==> config.mk <==
export PLATFORM = sky130hd
export DESIGN_NAME = fpu_cmd_seq_flat
export DESIGN_NICKNAME = d
export VERILOG_FILES = /design/src/rtl/fpu_cmd_seq_pkg.sv /design/src/rtl/fpu_cmd_seq_if.sv /design/src/rtl/fpu_cmd_fifo.sv /design/src/rtl/fpu_cmd_seq.sv /design/src/flat_wrapper.sv
export SDC_FILE = /design/constraint.sdc
export NUM_CORES = 1
export LEC_CHECK = 0
export BUFFER_PORTS_ARGS = -buffer_cell sky130_fd_sc_hd__buf_2
export CAP_MARGIN = 10
export CELL_PAD_IN_SITES_DETAIL_PLACEMENT = 1
export CELL_PAD_IN_SITES_GLOBAL_PLACEMENT = 1
export CORE_UTILIZATION = 48
export DETAILED_ROUTE_END_ITERATION = 12
export PLACE_DENSITY = 0.79
export SYNTH_ARGS = -nofsm -noshare
export SYNTH_HDL_FRONTEND = slang
export SYNTH_SLANG_ARGS = --single-unit
export TNS_END_PERCENT = 20
==> constraint.sdc <==
create_clock -name clk -period 4.9 [get_ports clk]
set_input_delay 0.49 -clock clk [delete_from_list [all_inputs] [get_ports clk]]
set_output_delay 0.49 -clock clk [all_outputs]
set_load 0.02 [all_outputs]
==> src/rtl/fpu_cmd_seq_pkg.sv <==
// Shared types and constants for the FPU command sequencer:
// FSM states, response flag layout and FPU opcode values.
package fpu_seq_pkg;

  typedef enum logic [1:0] {
    IDLE = 2'b00,
    ARM  = 2'b01,
    RUN  = 2'b10,
    RESP = 2'b11
  } seq_state_t;

  localparam int FLAGS_W     = 7;
  localparam int FLG_TIMEOUT = 6;
  localparam int FLG_INV     = 5;
  localparam int FLG_OV      = 4;
  localparam int FLG_UN      = 3;
  localparam int FLG_EQ      = 2;
  localparam int FLG_GREAT   = 1;
  localparam int FLG_LESS    = 0;

  localparam logic [FLAGS_W-1:0] FLAGS_TIMEOUT = 7'b1000000;

  localparam logic [2:0] OP_ADD = 3'b000;
  localparam logic [2:0] OP_SUB = 3'b001;
  localparam logic [2:0] OP_MUL = 3'b010;
  localparam logic [2:0] OP_CMP = 3'b011;
  localparam logic [2:0] OP_DIV = 3'b100;

  // Assemble the response flag word in its documented bit order.
  function automatic logic [FLAGS_W-1:0] pack_flags(
    input logic timeout,
    input logic inv,
    input logic ov,
    input logic un,
    input logic eq,
    input logic great,
    input logic less
  );
    logic [FLAGS_W-1:0] f;
    f              = '0;
    f[FLG_TIMEOUT] = timeout;
    f[FLG_INV]     = inv;
    f[FLG_OV]      = ov;
    f[FLG_UN]      = un;
    f[FLG_EQ]      = eq;
    f[FLG_GREAT]   = great;
    f[FLG_LESS]    = less;
    return f;
  endfunction

endpackage

==> src/rtl/fpu_cmd_seq_if.sv <==
// Bundle of command, FPU-side and response signals around the sequencer.
// slave = sequencer view, master = surrounding source/FPU/sink view.
interface fpu_cmd_seq_if #(
  parameter int WIDTH = 32
);
  logic             cmd_valid;
  logic             cmd_ready;
  logic [WIDTH-1:0] cmd_in1;
  logic [WIDTH-1:0] cmd_in2;
  logic [2:0]       cmd_op;
  logic [2:0]       cmd_rm;

  logic [WIDTH-1:0] in1p;
  logic [WIDTH-1:0] in2p;
  logic [2:0]       opcode;
  logic [2:0]       round_mp;
  logic             act;
  logic             done;
  logic             ov;
  logic             un;
  logic             inv;
  logic             eq;
  logic             great;
  logic             less;
  logic [WIDTH-1:0] out;

  logic             rsp_valid;
  logic             rsp_ready;
  logic [WIDTH-1:0] rsp_out;
  logic [6:0]       rsp_flags;
  logic             busy;

  modport slave (
    input  cmd_valid, cmd_in1, cmd_in2, cmd_op, cmd_rm,
    output cmd_ready,
    output in1p, in2p, opcode, round_mp, act,
    input  done, ov, un, inv, eq, great, less, out,
    output rsp_valid, rsp_out, rsp_flags, busy,
    input  rsp_ready
  );

  modport master (
    output cmd_valid, cmd_in1, cmd_in2, cmd_op, cmd_rm,
    input  cmd_ready,
    input  in1p, in2p, opcode, round_mp, act,
    output done, ov, un, inv, eq, great, less, out,
    input  rsp_valid, rsp_out, rsp_flags, busy,
    output rsp_ready
  );

endinterface

==> src/rtl/fpu_cmd_fifo.sv <==
// Synchronous command FIFO with first-word fall-through read.
// Pointers carry one extra wrap bit so full and empty are distinguishable.
module fpu_cmd_fifo #(
  parameter int WIDTH = 32,
  parameter int DEPTH = 4
) (
  input  logic                 clk,
  input  logic                 rstp,
  input  logic                 push_i,
  input  logic [2*WIDTH+5:0]   data_i,
  input  logic                 pop_i,
  output logic [2*WIDTH+5:0]   data_o,
  output logic                 full_o,
  output logic                 empty_o
);

  localparam int DW = 2 * WIDTH + 6;
  localparam int AW = $clog2(DEPTH);

  logic [DW-1:0] mem_q [DEPTH];
  logic [AW:0]   wr_ptr_q;
  logic [AW:0]   wr_ptr_d;
  logic [AW:0]   rd_ptr_q;
  logic [AW:0]   rd_ptr_d;
  logic          push_ok_s;
  logic          pop_ok_s;

  assign full_o    = (wr_ptr_q[AW] != rd_ptr_q[AW]) &&
                     (wr_ptr_q[AW-1:0] == rd_ptr_q[AW-1:0]);
  assign empty_o   = (wr_ptr_q == rd_ptr_q);
  assign push_ok_s = push_i && !full_o;
  assign pop_ok_s  = pop_i && !empty_o;
  assign data_o    = mem_q[rd_ptr_q[AW-1:0]];

  // Pointer advance on accepted push/pop.
  always_comb begin
    wr_ptr_d = wr_ptr_q;
    rd_ptr_d = rd_ptr_q;
    if (push_ok_s) begin
      wr_ptr_d = wr_ptr_q + {{AW{1'b0}}, 1'b1};
    end else begin
      wr_ptr_d = wr_ptr_q;
    end
    if (pop_ok_s) begin
      rd_ptr_d = rd_ptr_q + {{AW{1'b0}}, 1'b1};
    end else begin
      rd_ptr_d = rd_ptr_q;
    end
  end

  // Pointer registers.
  always_ff @(posedge clk or posedge rstp) begin
    if (rstp) begin
      wr_ptr_q <= '0;
      rd_ptr_q <= '0;
    end else begin
      wr_ptr_q <= wr_ptr_d;
      rd_ptr_q <= rd_ptr_d;
    end
  end

  // Storage; contents are don't-care until written, so no reset.
  always_ff @(posedge clk) begin
    if (push_ok_s) begin
      mem_q[wr_ptr_q[AW-1:0]] <= data_i;
    end
  end

endmodule

==> src/rtl/fpu_cmd_seq.sv <==
// Sequencer feeding one queued command at a time into the FPU, waiting for
// done (with timeout) and returning the captured result on a response port.
module fpu_cmd_seq
  import fpu_seq_pkg::*;
#(
  parameter int WIDTH   = 32,
  parameter int DEPTH   = 4,
  parameter int TIMEOUT = 1023
) (
  input  logic          clk,
  input  logic          rstp,
  fpu_cmd_seq_if.slave  bus
);

  localparam int            DW        = 2 * WIDTH + 6;
  localparam int            CW        = $clog2(TIMEOUT + 1);
  localparam logic [CW-1:0] CNT_LIMIT = CW'(TIMEOUT);
  localparam logic [CW-1:0] CNT_ONE   = CW'(1);

  seq_state_t         state_q;
  seq_state_t         state_d;
  logic [CW-1:0]      cnt_q;
  logic [CW-1:0]      cnt_d;
  logic [WIDTH-1:0]   in1_q;
  logic [WIDTH-1:0]   in1_d;
  logic [WIDTH-1:0]   in2_q;
  logic [WIDTH-1:0]   in2_d;
  logic [2:0]         op_q;
  logic [2:0]         op_d;
  logic [2:0]         rm_q;
  logic [2:0]         rm_d;
  logic               act_q;
  logic               act_d;
  logic               rsp_valid_q;
  logic               rsp_valid_d;
  logic [WIDTH-1:0]   rsp_out_q;
  logic [WIDTH-1:0]   rsp_out_d;
  logic [FLAGS_W-1:0] rsp_flags_q;
  logic [FLAGS_W-1:0] rsp_flags_d;

  logic [DW-1:0]      push_data_s;
  logic [DW-1:0]      head_s;
  logic [WIDTH-1:0]   head_in1_s;
  logic [WIDTH-1:0]   head_in2_s;
  logic [2:0]         head_op_s;
  logic [2:0]         head_rm_s;
  logic               fifo_full_s;
  logic               fifo_empty_s;
  logic               pop_s;

  assign push_data_s = {bus.cmd_in1, bus.cmd_in2, bus.cmd_op, bus.cmd_rm};
  assign {head_in1_s, head_in2_s, head_op_s, head_rm_s} = head_s;

  fpu_cmd_fifo #(
    .WIDTH (WIDTH),
    .DEPTH (DEPTH)
  ) u_fifo (
    .clk     (clk),
    .rstp    (rstp),
    .push_i  (bus.cmd_valid),
    .data_i  (push_data_s),
    .pop_i   (pop_s),
    .data_o  (head_s),
    .full_o  (fifo_full_s),
    .empty_o (fifo_empty_s)
  );

  // Next-state, pop request, timeout counter and result capture.
  always_comb begin
    state_d     = state_q;
    cnt_d       = cnt_q;
    pop_s       = 1'b0;
    rsp_out_d   = rsp_out_q;
    rsp_flags_d = rsp_flags_q;
    case (state_q)
      IDLE: begin
        if (!fifo_empty_s) begin
          pop_s   = 1'b1;
          state_d = ARM;
        end else begin
          state_d = IDLE;
        end
      end
      ARM: begin
        cnt_d   = '0;
        state_d = RUN;
      end
      RUN: begin
        cnt_d = cnt_q + CNT_ONE;
        // cnt_q == 0 marks the first RUN cycle, where done may still be
        // left over from the previous operation.
        if (bus.done && (cnt_q != '0)) begin
          rsp_out_d   = bus.out;
          rsp_flags_d = pack_flags(1'b0, bus.inv, bus.ov, bus.un,
                                   bus.eq, bus.great, bus.less);
          state_d     = RESP;
        end else if (cnt_d == CNT_LIMIT) begin
          rsp_out_d   = '0;
          rsp_flags_d = FLAGS_TIMEOUT;
          state_d     = RESP;
        end else begin
          state_d = RUN;
        end
      end
      RESP: begin
        if (bus.rsp_ready) begin
          if (!fifo_empty_s) begin
            pop_s   = 1'b1;
            state_d = ARM;
          end else begin
            state_d = IDLE;
          end
        end else begin
          state_d = RESP;
        end
      end
      default: begin
        state_d = IDLE;
      end
    endcase
  end

  // Operand registers load only on a pop; act/rsp_valid follow next state.
  always_comb begin
    in1_d       = in1_q;
    in2_d       = in2_q;
    op_d        = op_q;
    rm_d        = rm_q;
    act_d       = (state_d == RUN) || (state_d == RESP);
    rsp_valid_d = (state_d == RESP);
    if (pop_s) begin
      in1_d = head_in1_s;
      in2_d = head_in2_s;
      op_d  = head_op_s;
      rm_d  = head_rm_s;
    end else begin
      in1_d = in1_q;
      in2_d = in2_q;
      op_d  = op_q;
      rm_d  = rm_q;
    end
  end

  // State and output registers.
  always_ff @(posedge clk or posedge rstp) begin
    if (rstp) begin
      state_q     <= IDLE;
      cnt_q       <= '0;
      in1_q       <= '0;
      in2_q       <= '0;
      op_q        <= 3'b000;
      rm_q        <= 3'b000;
      act_q       <= 1'b0;
      rsp_valid_q <= 1'b0;
      rsp_out_q   <= '0;
      rsp_flags_q <= '0;
    end else begin
      state_q     <= state_d;
      cnt_q       <= cnt_d;
      in1_q       <= in1_d;
      in2_q       <= in2_d;
      op_q        <= op_d;
      rm_q        <= rm_d;
      act_q       <= act_d;
      rsp_valid_q <= rsp_valid_d;
      rsp_out_q   <= rsp_out_d;
      rsp_flags_q <= rsp_flags_d;
    end
  end

  assign bus.cmd_ready = !fifo_full_s;
  assign bus.in1p      = in1_q;
  assign bus.in2p      = in2_q;
  assign bus.opcode    = op_q;
  assign bus.round_mp  = rm_q;
  assign bus.act       = act_q;
  assign bus.rsp_valid = rsp_valid_q;
  assign bus.rsp_out   = rsp_out_q;
  assign bus.rsp_flags = rsp_flags_q;
  assign bus.busy      = (state_q != IDLE) || !fifo_empty_s;

endmodule

==> src/flat_wrapper.sv <==
// flat-port wrapper written by rule: the top's interface ports become plain ports
module fpu_cmd_seq_flat import fpu_seq_pkg::*;
#(
  parameter int WIDTH   = 32,
  parameter int DEPTH   = 4,
  parameter int TIMEOUT = 1023
)
  (clk, rstp, bus_cmd_valid, bus_cmd_in1, bus_cmd_in2, bus_cmd_op, bus_cmd_rm, bus_cmd_ready, bus_in1p, bus_in2p, bus_opcode, bus_round_mp, bus_act, bus_done, bus_ov, bus_un, bus_inv, bus_eq, bus_great, bus_less, bus_out, bus_rsp_valid, bus_rsp_out, bus_rsp_flags, bus_busy, bus_rsp_ready);
  fpu_cmd_seq_if #(.WIDTH(WIDTH)) bus_i ();
  input  logic clk;
  input  logic rstp;
  input wire logic [$bits(bus_i.cmd_valid)-1:0] bus_cmd_valid;
  input wire logic [$bits(bus_i.cmd_in1)-1:0] bus_cmd_in1;
  input wire logic [$bits(bus_i.cmd_in2)-1:0] bus_cmd_in2;
  input wire logic [$bits(bus_i.cmd_op)-1:0] bus_cmd_op;
  input wire logic [$bits(bus_i.cmd_rm)-1:0] bus_cmd_rm;
  output wire logic [$bits(bus_i.cmd_ready)-1:0] bus_cmd_ready;
  output wire logic [$bits(bus_i.in1p)-1:0] bus_in1p;
  output wire logic [$bits(bus_i.in2p)-1:0] bus_in2p;
  output wire logic [$bits(bus_i.opcode)-1:0] bus_opcode;
  output wire logic [$bits(bus_i.round_mp)-1:0] bus_round_mp;
  output wire logic [$bits(bus_i.act)-1:0] bus_act;
  input wire logic [$bits(bus_i.done)-1:0] bus_done;
  input wire logic [$bits(bus_i.ov)-1:0] bus_ov;
  input wire logic [$bits(bus_i.un)-1:0] bus_un;
  input wire logic [$bits(bus_i.inv)-1:0] bus_inv;
  input wire logic [$bits(bus_i.eq)-1:0] bus_eq;
  input wire logic [$bits(bus_i.great)-1:0] bus_great;
  input wire logic [$bits(bus_i.less)-1:0] bus_less;
  input wire logic [$bits(bus_i.out)-1:0] bus_out;
  output wire logic [$bits(bus_i.rsp_valid)-1:0] bus_rsp_valid;
  output wire logic [$bits(bus_i.rsp_out)-1:0] bus_rsp_out;
  output wire logic [$bits(bus_i.rsp_flags)-1:0] bus_rsp_flags;
  output wire logic [$bits(bus_i.busy)-1:0] bus_busy;
  input wire logic [$bits(bus_i.rsp_ready)-1:0] bus_rsp_ready;
  assign bus_i.cmd_valid = bus_cmd_valid;
  assign bus_i.cmd_in1 = bus_cmd_in1;
  assign bus_i.cmd_in2 = bus_cmd_in2;
  assign bus_i.cmd_op = bus_cmd_op;
  assign bus_i.cmd_rm = bus_cmd_rm;
  assign bus_cmd_ready = bus_i.cmd_ready;
  assign bus_in1p = bus_i.in1p;
  assign bus_in2p = bus_i.in2p;
  assign bus_opcode = bus_i.opcode;
  assign bus_round_mp = bus_i.round_mp;
  assign bus_act = bus_i.act;
  assign bus_i.done = bus_done;
  assign bus_i.ov = bus_ov;
  assign bus_i.un = bus_un;
  assign bus_i.inv = bus_inv;
  assign bus_i.eq = bus_eq;
  assign bus_i.great = bus_great;
  assign bus_i.less = bus_less;
  assign bus_i.out = bus_out;
  assign bus_rsp_valid = bus_i.rsp_valid;
  assign bus_rsp_out = bus_i.rsp_out;
  assign bus_rsp_flags = bus_i.rsp_flags;
  assign bus_busy = bus_i.busy;
  assign bus_i.rsp_ready = bus_rsp_ready;
  fpu_cmd_seq #(.WIDTH(WIDTH), .DEPTH(DEPTH), .TIMEOUT(TIMEOUT)) u_core (.clk(clk), .rstp(rstp), .bus(bus_i));
endmodule
* After elaboration in Yosys (flattened, before gate mapping) *
Memories as Yosys holds them, arrays and structs flattened. A register that Yosys moved wholly into a read port is not among the register bits.
Index checks and enable logic that the tools add are counted.

cells by class
  add/sub/neg operators = 3
  equality and inequality tests = 9
  multiplexer cells = 15
  reduce and logical (&&, ||, !) cells = 14

operator list
  operator               count
  $mux 32                2
  $pmux 10 s2            1
  $mux 7                 2
  $add 10x1->10 const B  1
  $eq 10x10->1 const B   1
  $reduce_bool 10->1     1
  $eq 2x2->1 const B     4
  $pmux 2 s4             1
  $add 3x1->3 const B    2
  $mux 1                 6
  $reduce_bool 2->1      3
  $logic_and 1x1->1      4
  $mux 2                 2
  $eq 3x3->1             1
  $eq 2x1->1 const B     1
  $eq 2x2->1             1
  $logic_not 1->1        2
  $logic_not 2->1        1
  $logic_or 1x1->1       2
  $pmux 1 s2             1
  $reduce_and 2->1       1
  $ne 1x1->1             1

word-level totals
  register bits after elaboration = 59
  RAM bits = 280
  bits of input ports = 113
  word-level logic and storage cells = 50
  memories kept = 1

memories
  name                 words  width  rd ports  clocked after Yosys merged registers in  wr ports  line                RTL
  u_core.u_fifo.mem_q  4      70     1         1                                        1         fpu_cmd_fifo.sv:20  logic [DW-1:0] mem_q [DEPTH];

* Depth between registers and ports, before layout *
  word-level depth = 7
  mapped depth = 8

* Hierarchy *
A second synthesis with hierarchy kept.

second synthesis, totals
  cell total of the unflattened synthesis = 762
  area total of the unflattened synthesis = 15533.6 um2

by module, submodules not included
  module        times used  cells each  area an instance (um2)  sequential area each (um2)
  fpu_cmd_fifo  1           415         10612.7                 8558.2
  fpu_cmd_seq   1           347         4921.0                  3078.0

* Worst setup path after synthesis *
OpenSTA, ideal clock, no wires.

  path kind = register -> register
  start point = register u_core.u_fifo.rd_ptr_q[1]
  end point = memory u_core.u_fifo.mem_q[3][0] (netlist bit), enable pin
  library setup time = 0.437 ns
  arrival = 2.865 ns
  setup slack = 1.598 ns
  cell stages (with the launch flop) = 6
  period minus slack after synthesis = 3.302 ns
  path through = dfrtp_1 buf_2 xor2_1 nor2_1 a21boi_1 and2_1

on the way
  longest elaborated chain between the ends = 6

RTL lines
  element                       line                RTL
  start, declared               fpu_cmd_fifo.sv:23  logic [AW:0] rd_ptr_q;
  start signal, assigned        fpu_cmd_fifo.sv:58  rd_ptr_q <= rd_ptr_d;
  $eq 2x2->1                    fpu_cmd_fifo.sv:29  (wr_ptr_q[AW-1:0] == rd_ptr_q[AW-1:0]);
  $logic_and 1x1->1             fpu_cmd_fifo.sv:28  assign full_o = (wr_ptr_q[AW] != rd_ptr_q[AW]) &&
  $logic_not 1->1               fpu_cmd_fifo.sv:31  assign push_ok_s = push_i && !full_o;
  $logic_and 1x1->1             fpu_cmd_fifo.sv:31
  $mux 1                        fpu_cmd_fifo.sv:64  if (push_ok_s) begin
  $mux 1 (not written as such)  fpu_cmd_fifo.sv:65  mem_q[wr_ptr_q[AW-1:0]] <= data_i;
  end, declared                 fpu_cmd_fifo.sv:20

Every way passes these cells.

* Worst setup path in the final report *
  start point = register u_core.u_fifo.rd_ptr_q[0]
  end point = register u_core.rm_q[0], in the netlist u_core.bus.round_mp[0] (read register of u_core.u_fifo.mem_q)

on the way
  longest elaborated chain between the ends = 4

RTL lines
  element        line                                   RTL
  $eq 3x3->1     fpu_cmd_fifo.sv:30                     assign empty_o = (wr_ptr_q == rd_ptr_q);
  $mux 1         fpu_cmd_seq.sv:77, fpu_cmd_seq.sv:107
  $mux 1         fpu_cmd_seq.sv:106                     if (bus.rsp_ready) begin
  $pmux 1 s2     fpu_cmd_seq.sv:75                      case (state_q)
  end, declared  fpu_cmd_seq.sv:30                      logic [2:0] rm_q;

Several ways; a longest one is shown, not always the timed one.
A chain may end at the register's enable or synchronous reset.

==> results.cfg <==
[outcome]
outcome = finished, final reports clean

[clock_tree]
cts_tree = yes
cts.root.buffer_cell = clkbuf_16
cts_max_path_buffers = 3
clk_pin_slew_worst_paths_ns = 0.06
clkLatencyLatePin_ns = 0.54
count_of_hold_fix_buffers_inserted_at_cts = 0
post-cts-setup-buffer-count = 0
cts_buffers = 42
ctsResizeCount = 0
cts-htree-levels = 2
clock-sinks = 409

[floorplan]
chipWidth_um = 181
floorplan.die_area_sq_mm = 0.0328
chipHeight_um = 181
initial_core_util_pct = 48.8
core_area_sq_mm = 0.0316
floorplan.io_pins = 226
fp-row-count = 65

[finish]
layout.cells.most_common = edfxtp_1
final_cell_mix = edfxtp_1, buf_2, dfrtp_1
area_growth_syn_to_layout_pct = 19.7
fin_nets = 1181
drive_above_1_share_pct = 41.0

[setup_path]
cpPeakStageDelay_ns = 0.74
worstSetupPathType = register to register
r2r.worst_path.cells = 4
timing.critical_path.cells = buf_4 -> buf_4 -> mux4_2 -> mux2_1
worst_setup_path_start_kind = register
crit_buf_inv = 2
timing.critical_path.fanout_max = 37
worst_ep_arrival_time_ns = 3.23
timing.critical_path.mode_cell = buf_4
setup.reg_to_reg.worst_slack_ns = 2.09
critical_path_required_ns = 5.31
capturing_point_of_the_worst_reg2reg_path = u_core.bus.round_mp[0]$_DFFE_PP0P_
end_kind = register
r2r_start = u_core.u_fifo.rd_ptr_q[0]$_DFFE_PP0P_
worst_path_max_delay_cell = buf_4
critPathTopFamily = buffers and inverters

[drt]
drc = 0
count_of_nets_left_with_antenna_violations_after_detail_routing = 0
route.vias.total = 8199
detailedRoute.firstIterationViolations = 450
first_pass_iteration_count_of_the_detailed_router = 4
post_drt_wl_per_cell_um = 22.6
via_per_inst = 5.48
drt-total-wl_mm = 33.8

[place]
hpwl_mm = 20.3
port_buffers = 225
gp_congestion = 0.781

[sta]
timing.slew.headroom_pct = 28.7
setup-violations-final = 0
maxClockFrequency_mhz = 355
final-hold-violation-count = 0
rsz0062_at_grt = false
worst_slew_pin_slew_ns = 1.07
finalClockSkew_ns = 0.0180
final.period_utilization_pct = 57.4
final_period_minus_worst_setup_slack_ns = 2.81
timing.setup.tns_ns = 0
drv_slew = 0

[logic_synthesis]
cell_count_after_synthesis = 811
synth_largest_area_cell = edfxtp_1
asyncSetResetFlopFracSynth_pct = 31.5
synth-seq-area-share_pct = 75.6
main_combinational_cell_family_by_area_after_synthesis = multiplexers
synth-adder-area-share_pct = 0.975
synth_top_area_share_pct = 54.6
synth.mux.area_fraction_pct = 15.6
synth_xor_area_share_pct = 0.512
yosys.area_share.simple_pct = 3.67
synthesis.area_sq_mm = 0.0154
synth-edff-count = 280
synth.ff_latch_count = 409
synth-compound-area-share_pct = 2.39
yosys-top-cells-area = edfxtp_1, dfrtp_1, mux4_2, mux2_2, nand2_1
unique_masters_post_synth = 41
syn_nets = 936
postSynthAreaPerCell_sq_um = 19.0
ys.warnings.count = 0
synth_flop_cell = edfxtp_1

[grt]
global_route_wire_length_before_repair_mm = 52.2
grt_antenna_before_repair = 8
first_global_vias = 9001
groute.usage.overall_pct = 21.1
grt_start_max_net_pins = 96
grt-ovfl-total = 0

[power]
p_leak_nw = 7.08
power_density_mw_per_mm2 = 682
maximum_vdd_ir_drop_v = 0.000525
power.total_w = 0.0126

[flow_run]
max_cap_violations = 0

[min_path]
type_of_the_worst_min_delay_path = input pin to async pin
[cells in the mapped netlist (3+ instances only)]
master      n
xnor2_1     3
clkbuf_1   19
a21oi_1     3
nand4_1     3
inv_1      10
nand3_1     4
and2_1      4
xor2_1      6
mux4_2     70
nor2_1      3
edfxtp_1  280
o31ai_1     3
mux2_1      7
buf_2      14
dfrtp_1   129
o21ai_0    47
nand2_1    93
mux2_2     64
and3_1      4
ha_1       12
buf_1       6
[power by group]
group | internal [W] | switching [W]
registers | 0.00482 | 0.000429
clock network | 0.00194 | 0.00130
logic | 0.00174 | 0.00235
total | 0.00850 | 0.00407
[logic make-up (layout without fill, tap and decap cells)]
| logic type | after synthesis | in the layout |
|---|---|---|
| DFF | 409 | 409 |
| muxes | 143 | 143 |
| and+or+nand+nor | 124 | 124 |
| AOI/OAI and AO/OA | 65 | 65 |
| buffers and inverters | 49 | 327 |
| adders and majority gates | 12 | 12 |
| xor gates and xnor gates | 9 | 9 |
| other | 0 | 4 |
[routing by layer]
metal / global-route usage (%) / share of wire, % / vias up
met3: 5.34 / 6.6 / 56
li1: - / - / 3616
met5: 0 / 0.11 / -
met4: 5.22 / 1.7 / 6
met2: 36.2 / 51 / 259
met1: 26.9 / 41 / 4262
[layout make-up]
cell class / instances / area (sq um)
Fill cell: 2848 / 13100
Sequential cell: 409 / 11600
Multi-Input combinational cell: 353 / 3570
Timing Repair Buffer: 240 / 1250
Clock buffer: 55 / 1160
Tap cell: 402 / 503
Clock inverter: 22 / 254
Inverter: 10 / 42.5
Antenna cell: 4 / 10.0
[flip-flops by register name, summed over array words and instances (netlist names)]
name                    cells
u_core.bus.in2p            32
u_core.state_q              2
u_core.u_fifo.mem_q       280
u_core.cnt_q               10
u_core.u_fifo.rd_ptr_q      3
u_core.bus.act              1
u_core.bus.rsp_flags        7
u_core.bus.rsp_out         32
u_core.bus.in1p            32
u_core.bus.opcode           3
u_core.bus.rsp_valid        1
u_core.bus.round_mp         3
u_core.u_fifo.wr_ptr_q      3
[worst max-delay path by stage]
stage                                                startpoint                                 end  slack [ns]  depth (start not counted)
final                     u_core.u_fifo.rd_ptr_q[0]$_DFFE_PP0P_  u_core.bus.round_mp[0]$_DFFE_PP0P_        2.09                          4
after global routing      u_core.u_fifo.rd_ptr_q[0]$_DFFE_PP0P_  u_core.bus.round_mp[0]$_DFFE_PP0P_        1.84                          4
after CTS                 u_core.u_fifo.rd_ptr_q[0]$_DFFE_PP0P_  u_core.bus.round_mp[0]$_DFFE_PP0P_        1.97                          4
after detailed placement  u_core.u_fifo.rd_ptr_q[0]$_DFFE_PP0P_     u_core.bus.in1p[29]$_DFFE_PP0P_        1.99                          4
after global placement    u_core.u_fifo.rd_ptr_q[0]$_DFFE_PP0P_      u_core.bus.in2p[8]$_DFFE_PP0P_        2.05                          4
after floorplan                                            rstp            u_core.bus.act$_DFF_PP0_        0.97                          1
[per-stage QoR]
stage / std cells / util (%) / hold WS [ns] / setup slack (ns) / instance area, sq um
global placement: 1414 / 53.9 / 0.464 / 2.05 / 17000
detailed placement: 1414 / 53.9 / 0.474 / 1.99 / 17000
CTS: 1491 / 58.4 / 0.137 / 1.97 / 18400
finish: 1495 / 58.4 / 0.137 / 2.09 / 18400
global route: 1491 / 58.4 / 0.152 / 1.84 / 18400
floorplan: 811 / - / 0.461 / 0.969 / 15400
Note: power is estimated with default switching activity, not from simulation.
